**src/rtl/clock_pkg.sv**
```systemverilog
// Shared time-of-day widths and alarm state encoding.
// Used by the time counter and its downstream consumers.
// Pure declarations: no logic, no latency, no flow control.
package clock_pkg;

    // Widths of the time-of-day buses shared with the time counter
    localparam int HOUR_W = 3;
    localparam int MIN_W  = 4;
    localparam int SEC_W  = 5;

    // Width of the snooze-usage counter exposed on the alarm port
    localparam int SNZ_CNT_W = 2;

    typedef enum logic [1:0] {
        IDLE    = 2'd0,
        ARMED   = 2'd1,
        RINGING = 2'd2,
        SNOOZED = 2'd3
    } alarm_state_t;

    // True while an alarm event is in progress (sounding or paused by snooze)
    function automatic logic event_active(input alarm_state_t st);
        return (st == RINGING) || (st == SNOOZED);
    endfunction

endpackage

```
**src/rtl/sec_tick_detect.sv**
```systemverilog
// Second-tick detector: flags any change of the incoming seconds value.
// Latency: tick is combinational against the previous-cycle seconds register.
// No backpressure: a stalled seconds bus simply produces no ticks.
module sec_tick_detect #(
    parameter int SEC_W = clock_pkg::SEC_W
) (
    input  logic             clk,
    input  logic             rstn,
    input  logic [SEC_W-1:0] sec,
    output logic             tick
);

    import clock_pkg::*;

    logic [SEC_W-1:0] sec_q;
    logic [SEC_W-1:0] sec_d;

    // Capture the seconds value every cycle
    always_comb begin
        sec_d = sec;
    end

    // Seconds history register (rstn is active-high despite its name)
    always_ff @(posedge clk or posedge rstn) begin
        if (rstn) begin
            sec_q <= '0;
        end else begin
            sec_q <= sec_d;
        end
    end

    // A tick is any cycle where the seconds value differs from last cycle
    always_comb begin
        tick = (sec != sec_q);
    end

endmodule

```
**src/rtl/clock_alarm.sv**
```systemverilog
// Alarm controller: rings at hour:min:00, with auto-timeout, bounded snooze and stop.
// Latency: a match seen in cycle N raises ring from the edge ending cycle N.
// No backpressure: strobes are sampled once; ignored strobes are simply dropped.
module clock_alarm #(
    parameter int HOUR_W      = clock_pkg::HOUR_W,
    parameter int MIN_W       = clock_pkg::MIN_W,
    parameter int SEC_W       = clock_pkg::SEC_W,
    parameter int RING_SECS   = 8,
    parameter int SNOOZE_SECS = 5,
    parameter int MAX_SNOOZE  = 2
) (
    input  logic              clk,
    input  logic              rstn,
    input  logic [HOUR_W-1:0] hour,
    input  logic [MIN_W-1:0]  min,
    input  logic [SEC_W-1:0]  sec,
    input  logic              alarm_en,
    input  logic              set_en,
    input  logic [HOUR_W-1:0] set_hour,
    input  logic [MIN_W-1:0]  set_min,
    input  logic              snooze,
    input  logic              stop,
    output logic              ring,
    output logic              armed,
    output logic [HOUR_W-1:0] alarm_hour,
    output logic [MIN_W-1:0]  alarm_min,
    output logic [1:0]        snooze_cnt
);

    import clock_pkg::*;

    // Counters are sized so the terminal count is representable and never wraps
    localparam int RC_W = $clog2(RING_SECS + 1);
    localparam int SC_W = $clog2(SNOOZE_SECS + 1);

    localparam logic [RC_W-1:0] RING_END = RC_W'(RING_SECS);
    localparam logic [SC_W-1:0] SNZ_END  = SC_W'(SNOOZE_SECS);
    localparam logic [1:0]      SNZ_MAX  = 2'(MAX_SNOOZE);

    alarm_state_t      state_q,      state_d;
    logic [HOUR_W-1:0] alarm_hour_q, alarm_hour_d;
    logic [MIN_W-1:0]  alarm_min_q,  alarm_min_d;
    logic [1:0]        snooze_cnt_q, snooze_cnt_d;
    logic [RC_W-1:0]   ring_cnt_q,   ring_cnt_d;
    logic [SC_W-1:0]   snz_timer_q,  snz_timer_d;

    logic              tick;
    logic              match;
    logic [RC_W-1:0]   ring_cnt_inc;
    logic [SC_W-1:0]   snz_timer_inc;

    sec_tick_detect #(
        .SEC_W (SEC_W)
    ) u_tick (
        .clk  (clk),
        .rstn (rstn),
        .sec  (sec),
        .tick (tick)
    );

    // Alarm time reached: only on the tick that lands on second 0, so a
    // stalled counter sitting at :00 cannot re-trigger
    always_comb begin
        match         = tick && (sec == '0) &&
                        (hour == alarm_hour_q) && (min == alarm_min_q);
        ring_cnt_inc  = ring_cnt_q + 1'b1;
        snz_timer_inc = snz_timer_q + 1'b1;
    end

    // State and datapath registers (rstn is active-high despite its name)
    always_ff @(posedge clk or posedge rstn) begin
        if (rstn) begin
            state_q      <= IDLE;
            alarm_hour_q <= '0;
            alarm_min_q  <= '0;
            snooze_cnt_q <= '0;
            ring_cnt_q   <= '0;
            snz_timer_q  <= '0;
        end else begin
            state_q      <= state_d;
            alarm_hour_q <= alarm_hour_d;
            alarm_min_q  <= alarm_min_d;
            snooze_cnt_q <= snooze_cnt_d;
            ring_cnt_q   <= ring_cnt_d;
            snz_timer_q  <= snz_timer_d;
        end
    end

    // Next state: disable > set > stop > snooze > timers/match
    always_comb begin
        state_d      = state_q;
        alarm_hour_d = alarm_hour_q;
        alarm_min_d  = alarm_min_q;
        snooze_cnt_d = snooze_cnt_q;
        ring_cnt_d   = ring_cnt_q;
        snz_timer_d  = snz_timer_q;

        // Programming the alarm time is honoured even while disabled
        if (set_en) begin
            alarm_hour_d = set_hour;
            alarm_min_d  = set_min;
        end

        if (!alarm_en) begin
            state_d      = IDLE;
            snooze_cnt_d = '0;
            ring_cnt_d   = '0;
            snz_timer_d  = '0;
        end else if (set_en) begin
            // New alarm time cancels any event in progress and masks a
            // coincident match against the old time
            state_d      = ARMED;
            snooze_cnt_d = '0;
            ring_cnt_d   = '0;
            snz_timer_d  = '0;
        end else if (stop && event_active(state_q)) begin
            state_d      = ARMED;
            snooze_cnt_d = '0;
        end else if (snooze && (state_q == RINGING) && (snooze_cnt_q < SNZ_MAX)) begin
            state_d      = SNOOZED;
            snz_timer_d  = '0;
            snooze_cnt_d = snooze_cnt_q + 1'b1;
        end else begin
            unique case (state_q)
                IDLE: begin
                    state_d = ARMED;
                end
                ARMED: begin
                    if (match) begin
                        state_d    = RINGING;
                        ring_cnt_d = '0;
                    end
                end
                RINGING: begin
                    if (tick) begin
                        ring_cnt_d = ring_cnt_inc;
                        // Auto-timeout ends the whole event, so snoozes reset
                        if (ring_cnt_inc == RING_END) begin
                            state_d      = ARMED;
                            snooze_cnt_d = '0;
                        end
                    end
                end
                SNOOZED: begin
                    if (tick) begin
                        snz_timer_d = snz_timer_inc;
                        if (snz_timer_inc == SNZ_END) begin
                            state_d    = RINGING;
                            ring_cnt_d = '0;
                        end
                    end
                end
                default: begin
                    state_d = IDLE;
                end
            endcase
        end
    end

    // Moore outputs decoded from registered state
    always_comb begin
        ring       = (state_q == RINGING);
        armed      = (state_q != IDLE);
        alarm_hour = alarm_hour_q;
        alarm_min  = alarm_min_q;
        snooze_cnt = snooze_cnt_q;
    end

endmodule

```
**config.mk**
```make
export PLATFORM = sky130hd
export DESIGN_NAME = clock_alarm
export DESIGN_NICKNAME = d
export VERILOG_FILES = /design/src/rtl/clock_pkg.sv /design/src/rtl/sec_tick_detect.sv /design/src/rtl/clock_alarm.sv
export SDC_FILE = /design/constraint.sdc
export NUM_CORES = 1
export LEC_CHECK = 0
export ABC_AREA = 1
export BUFFER_PORTS_ARGS = -buffer_cell sky130_fd_sc_hd__buf_2
export CORE_AREA = 2 2 59 61
export DETAILED_ROUTE_END_ITERATION = 10
export DIE_AREA = 0 0 61 63
export GPL_TIMING_DRIVEN = 0
export PLACE_DENSITY = 0.73
export SETUP_SLACK_MARGIN = 0.3
export SYNTH_ARGS = -nofsm -noshare
export SYNTH_HDL_FRONTEND = slang
export SYNTH_SLANG_ARGS = --single-unit
```
**constraint.sdc**
```tcl
create_clock -name clk -period 2.5 [get_ports clk]
set_clock_uncertainty 0.15 [all_clocks]
set_input_delay 0.25 -clock clk [delete_from_list [all_inputs] [get_ports clk]]
set_output_delay 0.25 -clock clk [all_outputs]
set_load 0.02 [all_outputs]
```
==> flow_metrics.py <==
metrics = {
    "cells_and_area": {
        "syn2layout_area_growth_pct": 28.6,
        "layout-drive-gt1-share": 0.225,
        "fin_area_mm2": 0.00176,
        "final_nets": 278,
        "antenna_cells": 0,
    },
    "logic_synthesis": {
        "syn_area_per_cell_um2": 6.93,
        "syn_nets": 225,
        "yosysUniqueCellTypes": 22,
        "netlist_instances": 197,
        "yosys.area.top_type": "dfrtp_1",
        "synth_area_mm2": 0.00137,
        "synth_warnings": 0,
        "synth_top_area_frac": 0.422,
        "ys_seq_area_frac": 0.422,
        "synthTopCellsByArea": "dfrtp_1 (42%), nand2_1 (19%), inv_1 (8.0%), nand3_1 (5.9%), nor2_1 (4.4%)",
        "synth_seq_cells": 23,
    },
    "hold_path": {
        "worstHoldStart": "set_en",
        "hp-class": "in -> reg",
        "hold_end": "alarm_min[0]$_DFFE_PP0P_",
        "whs_path_depth": 2,
    },
    "pwr": {
        "ir_worst_vdd_uv": 233,
        "total_leakage_power_uw": 0.00101,
        "powerDensity_mw_per_mm2": 454,
        "totalPowerFinal_uw": 798,
    },
    "place": {
        "place_area_mm2": 0.00160,
        "place.gp.congestion": 0.832,
        "port_buffers": 35,
        "dp.final_hpwl_mm": 2.09,
        "pre_cts_ws_ns": 0.856,
    },
    "critical_path": {
        "ff2ff_setup_slack_ns": 0.84,
        "cpPeakStageDelay_ns": 0.54,
        "path_cells": "dlygate4sd3_1 > buf_2 > nand2_1 > nand2_1 > nor2_2 > nand3_1 > nand3_1 > nand2_1 > nand2_2 > nand2_2 > nand2_1 > nand2_1",
        "cp_slowest_cell": "dlygate4sd3_1",
        "path_common_cell": "nand2_1",
        "worst-path-buf-inv": 2,
        "cpLargestDelayFamily": "simple AND/OR/NAND/NOR gates",
        "cp.arrival_ns": 1.88,
        "reg2reg_from": "snz_timer_q[0]$_DFFE_PP0P_",
        "critPathMaxFanout": 5,
        "end_kind": "flip-flop",
        "reg2reg_to": "ring_cnt_q[3]$_DFFE_PP0P_",
        "worstSetupStartpointType": "input pin",
        "reg2reg_depth": 10,
        "path_class": "in -> reg",
        "required_ns": 2.57,
    },
    "grt": {
        "grt_pass1_vias": 1247,
        "grt_usage": 0.170,
        "antenna_found_initial": 0,
        "grt_pass1_wl_mm": 5.02,
        "grt_max_degree": 24,
        "grt_overflow": 0,
    },
    "route": {
        "drtPass1Iterations": 4,
        "avgRoutedWirePerCell_um": 9.85,
        "via_per_inst": 4.51,
        "wl_mm": 2.91,
        "dr.first_iter.drc_count": 51,
        "drc": 0,
        "ant_nets": 0,
        "vias": 1331,
    },
    "die": {
        "io_pins": 36,
        "fp.coreArea_mm2": 0.00323,
        "die_width_um": 61,
        "initial_core_util": 0.422,
        "die-height_um": 63,
        "dieArea_mm2": 0.00384,
        "rows": 21,
    },
    "clock_tree": {
        "htreeDepth": 1,
        "clkTransAtPathRegs_ns": 0.13,
        "cts_tree": "done",
        "cts_root_buf": "clkbuf_4",
        "cts_setup_buffers": 0,
        "clkLatencyLatePin_ns": 0.32,
        "clk_path_buf_depth": 2,
        "numCtsBuffers": 3,
        "cts_sinks": 23,
    },
    "timing": {
        "worst_slew_pin_slew_ns": 0.873,
        "whs_ns": 0.0132,
        "slew_headroom": 0.417,
        "setup_viol": 0,
        "rsz0062_at_grt": "no",
        "max_freq_mhz": 552,
        "fin_crit_sh": 0.724,
        "setup_ws_ns": 0.689,
        "hold_viol": 0,
        "setup_tns_ns": 0,
        "post-route-min-period_ns": 1.81,
        "slew_viol_final": 0,
    },
    "run_status": {
        "outcome": "completed",
    },
    "flow_run": {
        "drv_cap": 0,
    },
}
==> sequential cells by signal, summed over array words and instances (netlist names) <==
| signal | cells |
|---|---|
| alarm_min | 4 |
| ring_cnt_q | 4 |
| snooze_cnt | 2 |
| u_tick.sec_q | 5 |
| alarm_hour | 3 |
| state_q | 2 |
| snz_timer_q | 3 |
==> report_power, final <==
group	leakage [µW]	total (µW)	internal, µW	switching, µW
logic	0.000696	202	79.8	122
clock network	0.0000177	177	59.9	117
registers	0.000294	419	397	22.0
==> timing repair <==
action | 4_1_cts | 5_1_grt
endpoints found under the hold margin | 35 | 0
hold buffers | 13 | 0
gates resized for setup | 0 | 0
==> cell usage after synthesis <==
| cell | n |
|---|---|
| a21oi_1 | 2 |
| a21oi_2 | 2 |
| a31oi_1 | 1 |
| and2_1 | 1 |
| clkbuf_1 | 1 |
| dfrtp_1 | 23 |
| ha_1 | 3 |
| inv_1 | 29 |
| inv_2 | 5 |
| nand2_1 | 70 |
| nand2_2 | 4 |
| nand3_1 | 16 |
| nand4_1 | 2 |
| nor2_1 | 16 |
| nor2_2 | 4 |
| nor2_4 | 1 |
| nor3_1 | 2 |
| o211ai_1 | 1 |
| o21ai_0 | 9 |
| or2_2 | 1 |
| xnor2_1 | 1 |
| xor2_1 | 3 |
==> metrics by stage <==
step                instances   util
floorplan                 197      -
global placement          278  0.494
detailed placement        278  0.494
CTS                       295  0.543
global route              295  0.543
finish                    295  0.543
==> cells in the final DEF (no fill, tap or decap), drive strengths merged <==
cell type / count
o211ai: 1
xor2: 3
clkinv: 1
a21oi: 4
dfrtp: 23
nand2: 74
o21ai: 9
nand4: 2
dlygate4sd3: 13
a31oi: 1
and2: 1
ha: 3
nor3: 2
buf: 35
or2: 1
nand3: 16
nor2: 21
clkbuf: 4
inv: 34
xnor2: 1
==> worst max path at each step <==
stage / start / end / slack, ns / cells after the start
CTS: sec[3] / ring_cnt_q[3]$_DFFE_PP0P_ / 0.69 / 12
global route: sec[1] / ring_cnt_q[0]$_DFFE_PP0P_ / 0.50 / 13
floorplan: alarm_min[1]$_DFFE_PP0P_ / ring_cnt_q[0]$_DFFE_PP0P_ / 0.93 / 10
global placement: snz_timer_q[0]$_DFFE_PP0P_ / ring_cnt_q[0]$_DFFE_PP0P_ / 0.87 / 10
finish: sec[3] / ring_cnt_q[3]$_DFFE_PP0P_ / 0.69 / 12
detailed placement: snz_timer_q[0]$_DFFE_PP0P_ / ring_cnt_q[3]$_DFFE_PP0P_ / 0.86 / 10
==> layout make-up <==
cell class / count / area [µm²]
flip-flops and latches: 23 / 576
multi-input cells: 139 / 658
repair buffers: 48 / 305
fillers: 303 / 1480
clock inverters: 1 / 5.00
clock buffers: 3 / 22.5
well taps: 46 / 57.6
plain buffers: 1 / 3.75
inverters: 34 / 128
==> metal layers <==
layer / vias up / track usage / share of wire
li1: 704 / - / -
met1: 598 / 0.214 / 0.45
met2: 22 / 0.282 / 0.50
met3: 7 / 0.0269 / 0.030
met4: 0 / 0.0679 / 0.020
met5: - / 0 / 0
==> kinds of logic (layout without fill, tap and decap cells) <==
family | count (synthesis) | count (layout) | synth area share
AO/OA/AOI/OAI | 15 | 15 | 0.0633
adder cells (fa/ha/maj) | 3 | 3 | 0.0275
flip-flops | 23 | 23 | 0.422
XOR/XNOR | 4 | 4 | 0.0257
AND/OR/NAND/NOR | 117 | 117 | 0.366
buffers and inverters | 35 | 87 | 0.0962
No activity file was read; power rests on OpenSTA's default activity.
